## src/rtl/alu_sequencer_if.sv

```systemverilog
// Command handshake, ALU drive/return lines and architectural status of the ALU sequencer.
// The master side is the command source together with the combinational ALU it fronts.
interface alu_sequencer_if;
    logic       cmd_valid;
    logic       cmd_ready;
    logic [3:0] cmd_op;
    logic [7:0] cmd_data;

    logic [7:0] alu_a;
    logic [7:0] alu_b;
    logic       alu_ci;
    logic       alu_nb;
    logic       alu_ic;
    logic       alu_na;
    logic       alu_xo;
    logic       alu_no;
    logic       alu_sr;
    logic       alu_ss;
    logic [7:0] alu_out;
    logic       alu_cf;
    logic       alu_zf;

    logic [7:0] acc;
    logic       flag_c;
    logic       flag_z;
    logic       done;

    modport master (
        output cmd_valid, cmd_op, cmd_data, alu_out, alu_cf, alu_zf,
        input  cmd_ready, alu_a, alu_b, alu_ci, alu_nb, alu_ic, alu_na,
        input  alu_xo, alu_no, alu_sr, alu_ss, acc, flag_c, flag_z, done
    );

    modport slave (
        input  cmd_valid, cmd_op, cmd_data, alu_out, alu_cf, alu_zf,
        output cmd_ready, alu_a, alu_b, alu_ci, alu_nb, alu_ic, alu_na,
        output alu_xo, alu_no, alu_sr, alu_ss, acc, flag_c, flag_z, done
    );
endinterface

```

## src/rtl/alu_sequencer.sv

```systemverilog
// Command sequencer in front of an 8-bit combinational ALU: owns the accumulator and C/Z flags,
// runs one ALU pass per command (one per bit for shifts) and pulses done on completion.
module alu_sequencer (
    input  logic          clk,
    input  logic          rst_n,
    alu_sequencer_if.slave bus
);

    localparam logic [3:0] OP_LD  = 4'h0;
    localparam logic [3:0] OP_ADD = 4'h1;
    localparam logic [3:0] OP_ADC = 4'h2;
    localparam logic [3:0] OP_SUB = 4'h3;
    localparam logic [3:0] OP_SBC = 4'h4;
    localparam logic [3:0] OP_AND = 4'h5;
    localparam logic [3:0] OP_OR  = 4'h6;
    localparam logic [3:0] OP_XOR = 4'h7;
    localparam logic [3:0] OP_NOT = 4'h8;
    localparam logic [3:0] OP_INC = 4'h9;
    localparam logic [3:0] OP_DEC = 4'hA;
    localparam logic [3:0] OP_CMP = 4'hB;
    localparam logic [3:0] OP_SHR = 4'hC;
    localparam logic [3:0] OP_ASR = 4'hD;
    localparam logic [3:0] OP_NPE = 4'hE;
    localparam logic [3:0] OP_NPF = 4'hF;

    typedef enum logic [0:0] {
        IDLE = 1'b0,
        EXEC = 1'b1
    } state_t;

    state_t     state_r;
    state_t     state_s;
    logic [3:0] op_r;
    logic [3:0] op_s;
    logic [7:0] data_r;
    logic [7:0] data_s;
    logic [2:0] cnt_r;
    logic [2:0] cnt_s;
    logic [7:0] acc_r;
    logic [7:0] acc_s;
    logic       flag_c_r;
    logic       flag_c_s;
    logic       flag_z_r;
    logic       flag_z_s;
    logic       done_r;
    logic       done_s;
    logic       ready_r;

    logic [7:0] alu_a_s;
    logic [7:0] alu_b_s;
    logic       alu_ci_s;
    logic       alu_nb_s;
    logic       alu_ic_s;
    logic       alu_na_s;
    logic       alu_xo_s;
    logic       alu_no_s;
    logic       alu_sr_s;
    logic       alu_ss_s;

    function automatic logic writes_carry(input logic [3:0] op);
        case (op)
            OP_ADD, OP_ADC, OP_SUB, OP_SBC, OP_INC, OP_DEC, OP_CMP: writes_carry = 1'b1;
            default:                                                writes_carry = 1'b0;
        endcase
    endfunction

    function automatic logic is_shift(input logic [3:0] op);
        case (op)
            OP_SHR, OP_ASR: is_shift = 1'b1;
            default:        is_shift = 1'b0;
        endcase
    endfunction

    // ALU operand and control decode from state, latched op and accumulator.
    always_comb begin
        alu_a_s  = acc_r;
        alu_b_s  = 8'h00;
        alu_ci_s = 1'b0;
        alu_nb_s = 1'b0;
        alu_ic_s = 1'b0;
        alu_na_s = 1'b0;
        alu_xo_s = 1'b0;
        alu_no_s = 1'b0;
        alu_sr_s = 1'b0;
        alu_ss_s = 1'b0;
        if (state_r == EXEC) begin
            alu_b_s = data_r;
            case (op_r)
                OP_ADD: begin
                    alu_ci_s = 1'b0;
                end
                OP_ADC: begin
                    alu_ci_s = flag_c_r;
                end
                OP_SUB, OP_CMP: begin
                    alu_nb_s = 1'b1;
                    alu_ci_s = 1'b1;
                end
                OP_SBC: begin
                    alu_nb_s = 1'b1;
                    alu_ci_s = flag_c_r;
                end
                // a AND b realised as NOT(NOT a OR NOT b).
                OP_AND: begin
                    alu_na_s = 1'b1;
                    alu_nb_s = 1'b1;
                    alu_ic_s = 1'b1;
                    alu_xo_s = 1'b1;
                    alu_no_s = 1'b1;
                end
                OP_OR: begin
                    alu_ic_s = 1'b1;
                    alu_xo_s = 1'b1;
                end
                OP_XOR: begin
                    alu_ic_s = 1'b1;
                end
                OP_NOT: begin
                    alu_b_s  = 8'h00;
                    alu_na_s = 1'b1;
                    alu_ic_s = 1'b1;
                end
                OP_INC: begin
                    alu_b_s  = 8'h00;
                    alu_ci_s = 1'b1;
                end
                OP_DEC: begin
                    alu_b_s  = 8'h00;
                    alu_nb_s = 1'b1;
                end
                OP_SHR: begin
                    alu_b_s  = 8'h00;
                    alu_ic_s = 1'b1;
                    alu_sr_s = 1'b1;
                end
                OP_ASR: begin
                    alu_b_s  = 8'h00;
                    alu_ic_s = 1'b1;
                    alu_sr_s = 1'b1;
                    alu_ss_s = 1'b1;
                end
                default: begin
                    alu_ci_s = 1'b0;
                end
            endcase
        end else begin
            alu_b_s = 8'h00;
        end
    end

    // Next-state, command latch and writeback decision.
    always_comb begin
        state_s  = state_r;
        op_s     = op_r;
        data_s   = data_r;
        cnt_s    = cnt_r;
        acc_s    = acc_r;
        flag_c_s = flag_c_r;
        flag_z_s = flag_z_r;
        done_s   = 1'b0;
        case (state_r)
            IDLE: begin
                if (bus.cmd_valid) begin
                    op_s    = bus.cmd_op;
                    data_s  = bus.cmd_data;
                    cnt_s   = bus.cmd_data[2:0];
                    state_s = EXEC;
                end else begin
                    state_s = IDLE;
                end
            end
            EXEC: begin
                // Intermediate shift passes write back and stay in EXEC.
                if (is_shift(op_r) && (cnt_r > 3'd1)) begin
                    acc_s    = bus.alu_out;
                    flag_z_s = bus.alu_zf;
                    cnt_s    = cnt_r - 3'd1;
                    state_s  = EXEC;
                end else begin
                    state_s = IDLE;
                    done_s  = 1'b1;
                    cnt_s   = 3'd0;
                    case (op_r)
                        OP_LD: begin
                            acc_s    = data_r;
                            flag_z_s = (data_r == 8'h00);
                        end
                        OP_CMP: begin
                            flag_z_s = bus.alu_zf;
                            flag_c_s = bus.alu_cf;
                        end
                        OP_SHR, OP_ASR: begin
                            if (cnt_r != 3'd0) begin
                                acc_s    = bus.alu_out;
                                flag_z_s = bus.alu_zf;
                            end else begin
                                acc_s = acc_r;
                            end
                        end
                        OP_NPE, OP_NPF: begin
                            acc_s = acc_r;
                        end
                        default: begin
                            acc_s    = bus.alu_out;
                            flag_z_s = bus.alu_zf;
                            flag_c_s = writes_carry(op_r) ? bus.alu_cf : flag_c_r;
                        end
                    endcase
                end
            end
            default: begin
                state_s = IDLE;
            end
        endcase
    end

    // State, command latch, accumulator, flags and status registers.
    always_ff @(posedge clk or negedge rst_n) begin
        if (!rst_n) begin
            state_r  <= IDLE;
            op_r     <= 4'h0;
            data_r   <= 8'h00;
            cnt_r    <= 3'd0;
            acc_r    <= 8'h00;
            flag_c_r <= 1'b0;
            flag_z_r <= 1'b0;
            done_r   <= 1'b0;
            ready_r  <= 1'b1;
        end else begin
            state_r  <= state_s;
            op_r     <= op_s;
            data_r   <= data_s;
            cnt_r    <= cnt_s;
            acc_r    <= acc_s;
            flag_c_r <= flag_c_s;
            flag_z_r <= flag_z_s;
            done_r   <= done_s;
            ready_r  <= (state_s == IDLE);
        end
    end

    assign bus.cmd_ready = ready_r;
    assign bus.acc       = acc_r;
    assign bus.flag_c    = flag_c_r;
    assign bus.flag_z    = flag_z_r;
    assign bus.done      = done_r;
    assign bus.alu_a     = alu_a_s;
    assign bus.alu_b     = alu_b_s;
    assign bus.alu_ci    = alu_ci_s;
    assign bus.alu_nb    = alu_nb_s;
    assign bus.alu_ic    = alu_ic_s;
    assign bus.alu_na    = alu_na_s;
    assign bus.alu_xo    = alu_xo_s;
    assign bus.alu_no    = alu_no_s;
    assign bus.alu_sr    = alu_sr_s;
    assign bus.alu_ss    = alu_ss_s;

endmodule
```

## src/flat_wrapper.sv

```systemverilog
// flat-port wrapper written by rule: the top's interface ports become plain ports
module alu_sequencer_flat 
  (clk, rst_n, bus_cmd_valid, bus_cmd_op, bus_cmd_data, bus_alu_out, bus_alu_cf, bus_alu_zf, bus_cmd_ready, bus_alu_a, bus_alu_b, bus_alu_ci, bus_alu_nb, bus_alu_ic, bus_alu_na, bus_alu_xo, bus_alu_no, bus_alu_sr, bus_alu_ss, bus_acc, bus_flag_c, bus_flag_z, bus_done);
  alu_sequencer_if bus_i ();
  input  logic clk;
  input  logic rst_n;
  input wire logic [$bits(bus_i.cmd_valid)-1:0] bus_cmd_valid;
  input wire logic [$bits(bus_i.cmd_op)-1:0] bus_cmd_op;
  input wire logic [$bits(bus_i.cmd_data)-1:0] bus_cmd_data;
  input wire logic [$bits(bus_i.alu_out)-1:0] bus_alu_out;
  input wire logic [$bits(bus_i.alu_cf)-1:0] bus_alu_cf;
  input wire logic [$bits(bus_i.alu_zf)-1:0] bus_alu_zf;
  output wire logic [$bits(bus_i.cmd_ready)-1:0] bus_cmd_ready;
  output wire logic [$bits(bus_i.alu_a)-1:0] bus_alu_a;
  output wire logic [$bits(bus_i.alu_b)-1:0] bus_alu_b;
  output wire logic [$bits(bus_i.alu_ci)-1:0] bus_alu_ci;
  output wire logic [$bits(bus_i.alu_nb)-1:0] bus_alu_nb;
  output wire logic [$bits(bus_i.alu_ic)-1:0] bus_alu_ic;
  output wire logic [$bits(bus_i.alu_na)-1:0] bus_alu_na;
  output wire logic [$bits(bus_i.alu_xo)-1:0] bus_alu_xo;
  output wire logic [$bits(bus_i.alu_no)-1:0] bus_alu_no;
  output wire logic [$bits(bus_i.alu_sr)-1:0] bus_alu_sr;
  output wire logic [$bits(bus_i.alu_ss)-1:0] bus_alu_ss;
  output wire logic [$bits(bus_i.acc)-1:0] bus_acc;
  output wire logic [$bits(bus_i.flag_c)-1:0] bus_flag_c;
  output wire logic [$bits(bus_i.flag_z)-1:0] bus_flag_z;
  output wire logic [$bits(bus_i.done)-1:0] bus_done;
  assign bus_i.cmd_valid = bus_cmd_valid;
  assign bus_i.cmd_op = bus_cmd_op;
  assign bus_i.cmd_data = bus_cmd_data;
  assign bus_i.alu_out = bus_alu_out;
  assign bus_i.alu_cf = bus_alu_cf;
  assign bus_i.alu_zf = bus_alu_zf;
  assign bus_cmd_ready = bus_i.cmd_ready;
  assign bus_alu_a = bus_i.alu_a;
  assign bus_alu_b = bus_i.alu_b;
  assign bus_alu_ci = bus_i.alu_ci;
  assign bus_alu_nb = bus_i.alu_nb;
  assign bus_alu_ic = bus_i.alu_ic;
  assign bus_alu_na = bus_i.alu_na;
  assign bus_alu_xo = bus_i.alu_xo;
  assign bus_alu_no = bus_i.alu_no;
  assign bus_alu_sr = bus_i.alu_sr;
  assign bus_alu_ss = bus_i.alu_ss;
  assign bus_acc = bus_i.acc;
  assign bus_flag_c = bus_i.flag_c;
  assign bus_flag_z = bus_i.flag_z;
  assign bus_done = bus_i.done;
  alu_sequencer u_core (.clk(clk), .rst_n(rst_n), .bus(bus_i));
endmodule
```

## config.mk

```make
export PLATFORM = sky130hd
export DESIGN_NAME = alu_sequencer_flat
export DESIGN_NICKNAME = d
export VERILOG_FILES = /design/src/rtl/alu_sequencer_if.sv /design/src/rtl/alu_sequencer.sv /design/src/flat_wrapper.sv
export SDC_FILE = /design/constraint.sdc
export NUM_CORES = 1
export LEC_CHECK = 0
export CORE_ASPECT_RATIO = 0.6
export CORE_UTILIZATION = 30
export CTS_CLUSTER_DIAMETER = 200
export DETAILED_ROUTE_END_ITERATION = 10
export GPL_TIMING_DRIVEN = 0
export PLACE_DENSITY = 0.56
export SYNTH_ARGS = -nofsm -noshare
export SYNTH_HDL_FRONTEND = slang
export SYNTH_SLANG_ARGS = --single-unit
```

## constraint.sdc

```tcl
create_clock -name clk -period 2 [get_ports clk]
set_clock_uncertainty 0.1 [all_clocks]
set_input_delay 0.2 -clock clk [delete_from_list [all_inputs] [get_ports clk]]
set_output_delay 0.2 -clock clk [all_outputs]
set_load 0.01 [all_outputs]
```

Yosys cells after proc, flatten, opt, wreduce, memory -nomap -nowiden
Index checks and enable logic that the tools add are counted.
{"block": "op_classes", "n_eq_ne": 19, "addsub": 1, "order_cmp": 1, "reduce_logical": 22, "n_bitwise": 4, "mux": 39}
{"op": "$eq 4x4->1 const B", "n": 8}
{"op": "$mux 8", "n": 4}
{"op": "$mux 1", "n": 27}
{"op": "$pmux 8 s3", "n": 1}
{"op": "$eq 4x3->1 const B", "n": 4}
{"op": "$reduce_or 5->1", "n": 3}
{"op": "$reduce_or 6->1", "n": 2}
{"op": "$reduce_or 2->1", "n": 5}
{"op": "$eq 4x2->1 const B", "n": 2}
{"op": "$logic_not 8->1", "n": 1}
{"op": "$reduce_or 7->1", "n": 1}
{"op": "$mux 3", "n": 2}
{"op": "$pmux 1 s2", "n": 3}
{"op": "$pmux 3 s2", "n": 1}
{"op": "$reduce_and 3->1", "n": 2}
{"op": "$reduce_or 3->1", "n": 2}
{"op": "$eq 4x1->1 const B", "n": 1}
{"op": "$logic_not 4->1", "n": 1}
{"op": "$ne 2x1->1 const B", "n": 2}
{"op": "$not 1->1", "n": 4}
{"op": "$reduce_and 4->1", "n": 1}
{"op": "$gt 3x1->1 const B", "n": 1}
{"op": "$ne 3x1->1 const B", "n": 1}
{"op": "$pmux 1 s3", "n": 1}
{"op": "6 further kinds", "n": 6}
{"block": "word_totals", "wordCells": 95, "ff_bits": 28, "out_inout_bits": 36, "in_bits": 25}

Longest topological paths before layout
{"block": "depth", "ltp_word": 9, "depth_mapped": 6, "depth_no_buf": 6}

Least setup slack after synthesis
Ideal clock, no wire load.
{"block": "synth_path", "path_kind": "register -> register", "from": "register u_core.cnt_r[0]", "to": "register u_core.acc_r[0], in the netlist u_core.bus.acc[0]", "t_required_ns": 1.775, "slack_ns": 0.174, "arrival_time_ns": 1.601, "setup_ns": 0.125, "synth_period_minus_slack_ns": 1.826, "stages_incl_launch_ff": 6, "path_cell_list": "dfrtp_1 ha_1 o21ba_2 o311ai_4 nor2_2 mux2_2"}
{"block": "synth_between", "elab_chain_cells": 4, "word_cells_on_any_way": 7}
{"item": "start, declared", "line_no": "alu_sequencer.sv:37", "source": "logic [2:0] cnt_r;"}
{"item": "start signal, assigned", "line_no": "alu_sequencer.sv:233", "source": "cnt_r <= cnt_s;"}
{"item": "$gt 3x1->1", "line_no": "alu_sequencer.sv:174", "source": "if (is_shift(op_r) && (cnt_r > 3'd1)) begin"}
{"item": "$logic_and 1x1->1", "line_no": "alu_sequencer.sv:174"}
{"item": "$ne 3x1->1 (no source line) or $ne 2x1->1 (tied branches)"}
{"item": "$reduce_and 3->1 (no source line)"}
{"item": "end signal, assigned", "line_no": "alu_sequencer.sv:234", "source": "acc_r <= acc_s;"}
{"item": "end, declared", "line_no": "alu_sequencer.sv:39", "source": "logic [7:0] acc_r;"}
Several ways; a longest one is shown, not always the timed one.
A chain may end at the register's enable or synchronous reset.

Worst setup path in the final report
Ends and elaborated chain as after synthesis.

==> impl_metrics.toml <==
[run_status]
status = "completed"

[power_and_ir_drop]
combinationalPowerShare = 0.629
power_frac_seq = 0.281
p_per_area_nw_per_um2 = 1601
finalPower_mw = 3.977
ir_drop_uv = 655.6
pwr-share-clk = 0.090
intPower_mw = 2.450
cellLeakagePower_nw = 1.071
p_sw_frac = 0.3840
p_switching_mw = 1.527

[placement]
gp_congestion = 0.7864
place_ws_ns = -0.6045
post-dp-hpwl_um = 3120
place_area_sq_um = 2305
io_buffers = 60

[critical_path]
crit_path_max_incr_delay_ns = 0.42
cp.required_ns = 2.07
arrival_ns = 1.99
critPathLaunchType = "flop"
rr_endpoint = "u_core.bus.acc[0]$_DFFE_PN0P_"
critPathKind = "flop to flop"
slowest_stage = "dfrtp_1"
reg2regPathDepth = 5
cpLargestDelayFamily = "compound AO/OA/AOI/OAI gates"
cp-end-kind = "flop"
worstPathCellList = "ha_1, o21ba_2, o311ai_4, nor2_4, mux2_2"
worst-path-buf-inv = 0
r2r-start = "u_core.cnt_r[0]$_DFFE_PN0P_"
r2r_setup_slack_ns = 0.08
cp_max_fo = 8

[final_layout]
diodes = 0
syn_to_final_growth_pct = 53.16
finalInstanceArea_sq_um = 2484
finalNetCount = 256
drive_gt1_frac = 0.3216

[timing]
fin_crit_sh = 0.9600
min_period_ns = 1.920
final_hold_viol_count = 0
final-setup-viol-count = 0
holdWs_ns = 0.3693
setup_slack_ns = 0.08000
slew_viol_final = 0
fmax_mhz = 520.8
worst_pin_slew_ns = 0.6309
fin_tns_setup_ns = 0
relSlewSlack = 0.5794

[yosys]
synthesis.area_sq_um = 1622
synth_top_area_share = 0.4167
syn_inst = 151
netlist_top_cells_count = "dfrtp_1 (27), mux2_2 (27), and2_1 (10), buf_4 (8), nand2_1 (8)"
synth_cell_type_count = 33
yosys.area.top_type = "dfrtp_1"
synthTopCellsByArea = "dfrtp_1 (42%), mux2_2 (19%), and2_1 (3.9%)"
yosys_warnings = 0
syn_area_per_cell_sq_um = 10.74
yosys_register_bits = 28
yosysSeqAreaShare = 0.4329
syn_nets = 179
async_flop_share = 1.000
synth-edff-count = 0
synth_flop_cell = "dfrtp_1"

[global_route]
use_met2 = 0.2374
grt_max_degree = 29
grt-ovfl-total = 0
grt-busiest-layer = "met2"
antenna_found_initial = 0
first_global_vias = 1337
grt_usage = 0.1534
grt_pass1_wl_um = 6775
use_met3 = 0.04513
use_met1 = 0.2218

[clock_network]
cts_tree = "yes"
clk_path_buf_depth = 2
clk_latency_ns = 0.27
clk_pin_slew_ns = 0.10
htreeDepth = 1
cts-root-buf = "clkbuf_8"
clock-sinks = 28
cts_buffers = 3

[worst_hold_path]
min_path_type = "input pin to async pin"

[route]
drtAntennaViolNets = 0
drcViolationCount = 0
vias_per_cell = 4.809
firstDrtPassIters = 4
routedWlPerCell_um = 14.48
vias = 1409
wl_um = 4242
drt_iter0_drc = 54

[die]
initial_core_util = 0.3161
die_h_um = 58.95
core.rowCount = 20
core_sq_um = 5130
die_x_um = 96.92
io_pins = 61
die-area_sq_um = 5713

[run]
max-cap-violations = 0
==> routing by layer <==
metal / up-vias / part of all wire
li1: 677 / -
met2: 48 / 0.43
met5: - / 0
met3: 2 / 0.063
met4: 0 / 0.0014
met1: 682 / 0.51
==> sequential cells by signal, summed over array words and instances (netlist names) <==
name	count
u_core.bus.acc	8
u_core.data_r	8
u_core.op_r	4
u_core.cnt_r	3
u_core.bus.cmd_ready	1
u_core.bus.done	1
u_core.bus.flag_c	1
u_core.bus.flag_z	1
u_core.state_r	1
==> power by group through the flow <==
| stage | sequential (mW) | clock (mW) | combinational [mW] |
|---|---|---|---|
| after global routing | 1.16 | 0.396 | 2.70 |
| after CTS | 1.12 | 0.370 | 2.42 |
| after global placement | 1.14 | 0 | 2.26 |
| after floorplan | 1.14 | 0 | 1.29 |
| final | 1.12 | 0.359 | 2.50 |
| after detailed placement | 1.16 | 0 | 2.27 |
==> cell usage in the layout, fill, tap and decap left out, drive strengths merged, types with 2 or more instances in the layout <==
master / n
o21ai: 7
mux2: 27
clkdlybuf4s50: 43
ha: 3
nor2b: 4
nand2b: 3
dlygate4sd2: 14
nand2: 8
o22ai: 4
a21oi: 3
inv: 5
nand3b: 3
clkbuf: 10
nor4: 3
mux2i: 4
buf: 22
nand3: 2
and2: 10
nor2: 8
nor3: 4
dfrtp: 27
==> per-stage QoR <==
step                utilization  instances
floorplan                     -        151
global placement         0.4493        277
detailed placement       0.4493        277
CTS                      0.4759        288
global route             0.4841        293
finish                   0.4841        293
==> cell type report <==
type                            count  area, sq um
Fill cell                         485         2646
Multi-Input combinational cell    103        838.3
Sequential cell                    28        706.9
Timing Repair Buffer               72        665.6
Buffer                             15        116.4
Tap cell                           66        82.58
Clock buffer                        4        55.05
Inverter                            5        18.77
==> cells by family (layout without fill, tap and decap cells) <==
kind of cell	after synthesis	count (layout)	synth area share
AND/OR/NAND/NOR	46	46	0.1628
AO/OA/AOI/OAI	22	22	0.09646
XOR/XNOR	1	1	0.005402
adder cells (fa/ha/maj)	3	3	0.02315
multiplexers	31	31	0.2122
buffers and inverters	20	96	0.06713
flip-flops	28	28	0.4329
==> what timing repair did <==
action                                  4_1_cts  5_1_grt
cloned                                        0        0
endpoints found under the setup margin       24       20
endpoints found under the hold margin         0       27
hold buffers                                  0        1
setup buffers                                 7        4
gates resized for setup                      38        6
pin swaps                                     3        5
==> worst max-delay path by stage <==
| stage | start | endpoint | slack [ns] | cells past startpoint |
|---|---|---|---|---|
| finish | u_core.cnt_r[0]$_DFFE_PN0P_ | u_core.bus.acc[0]$_DFFE_PN0P_ | 0.08 | 5 |
| global route | u_core.op_r[0]$_DFFE_PN0P_ | bus_alu_b[5] | -0.007 | 6 |
| floorplan | u_core.cnt_r[0]$_DFFE_PN0P_ | u_core.bus.acc[0]$_DFFE_PN0P_ | 0.17 | 5 |
| global placement | u_core.op_r[1]$_DFFE_PN0P_ | bus_alu_b[7] | -0.57 | 5 |
| CTS | u_core.op_r[2]$_DFFE_PN0P_ | bus_alu_ci | 0.02 | 5 |
| detailed placement | u_core.op_r[1]$_DFFE_PN0P_ | bus_alu_b[1] | -0.60 | 5 |
Power figures use the tool's default switching activity.
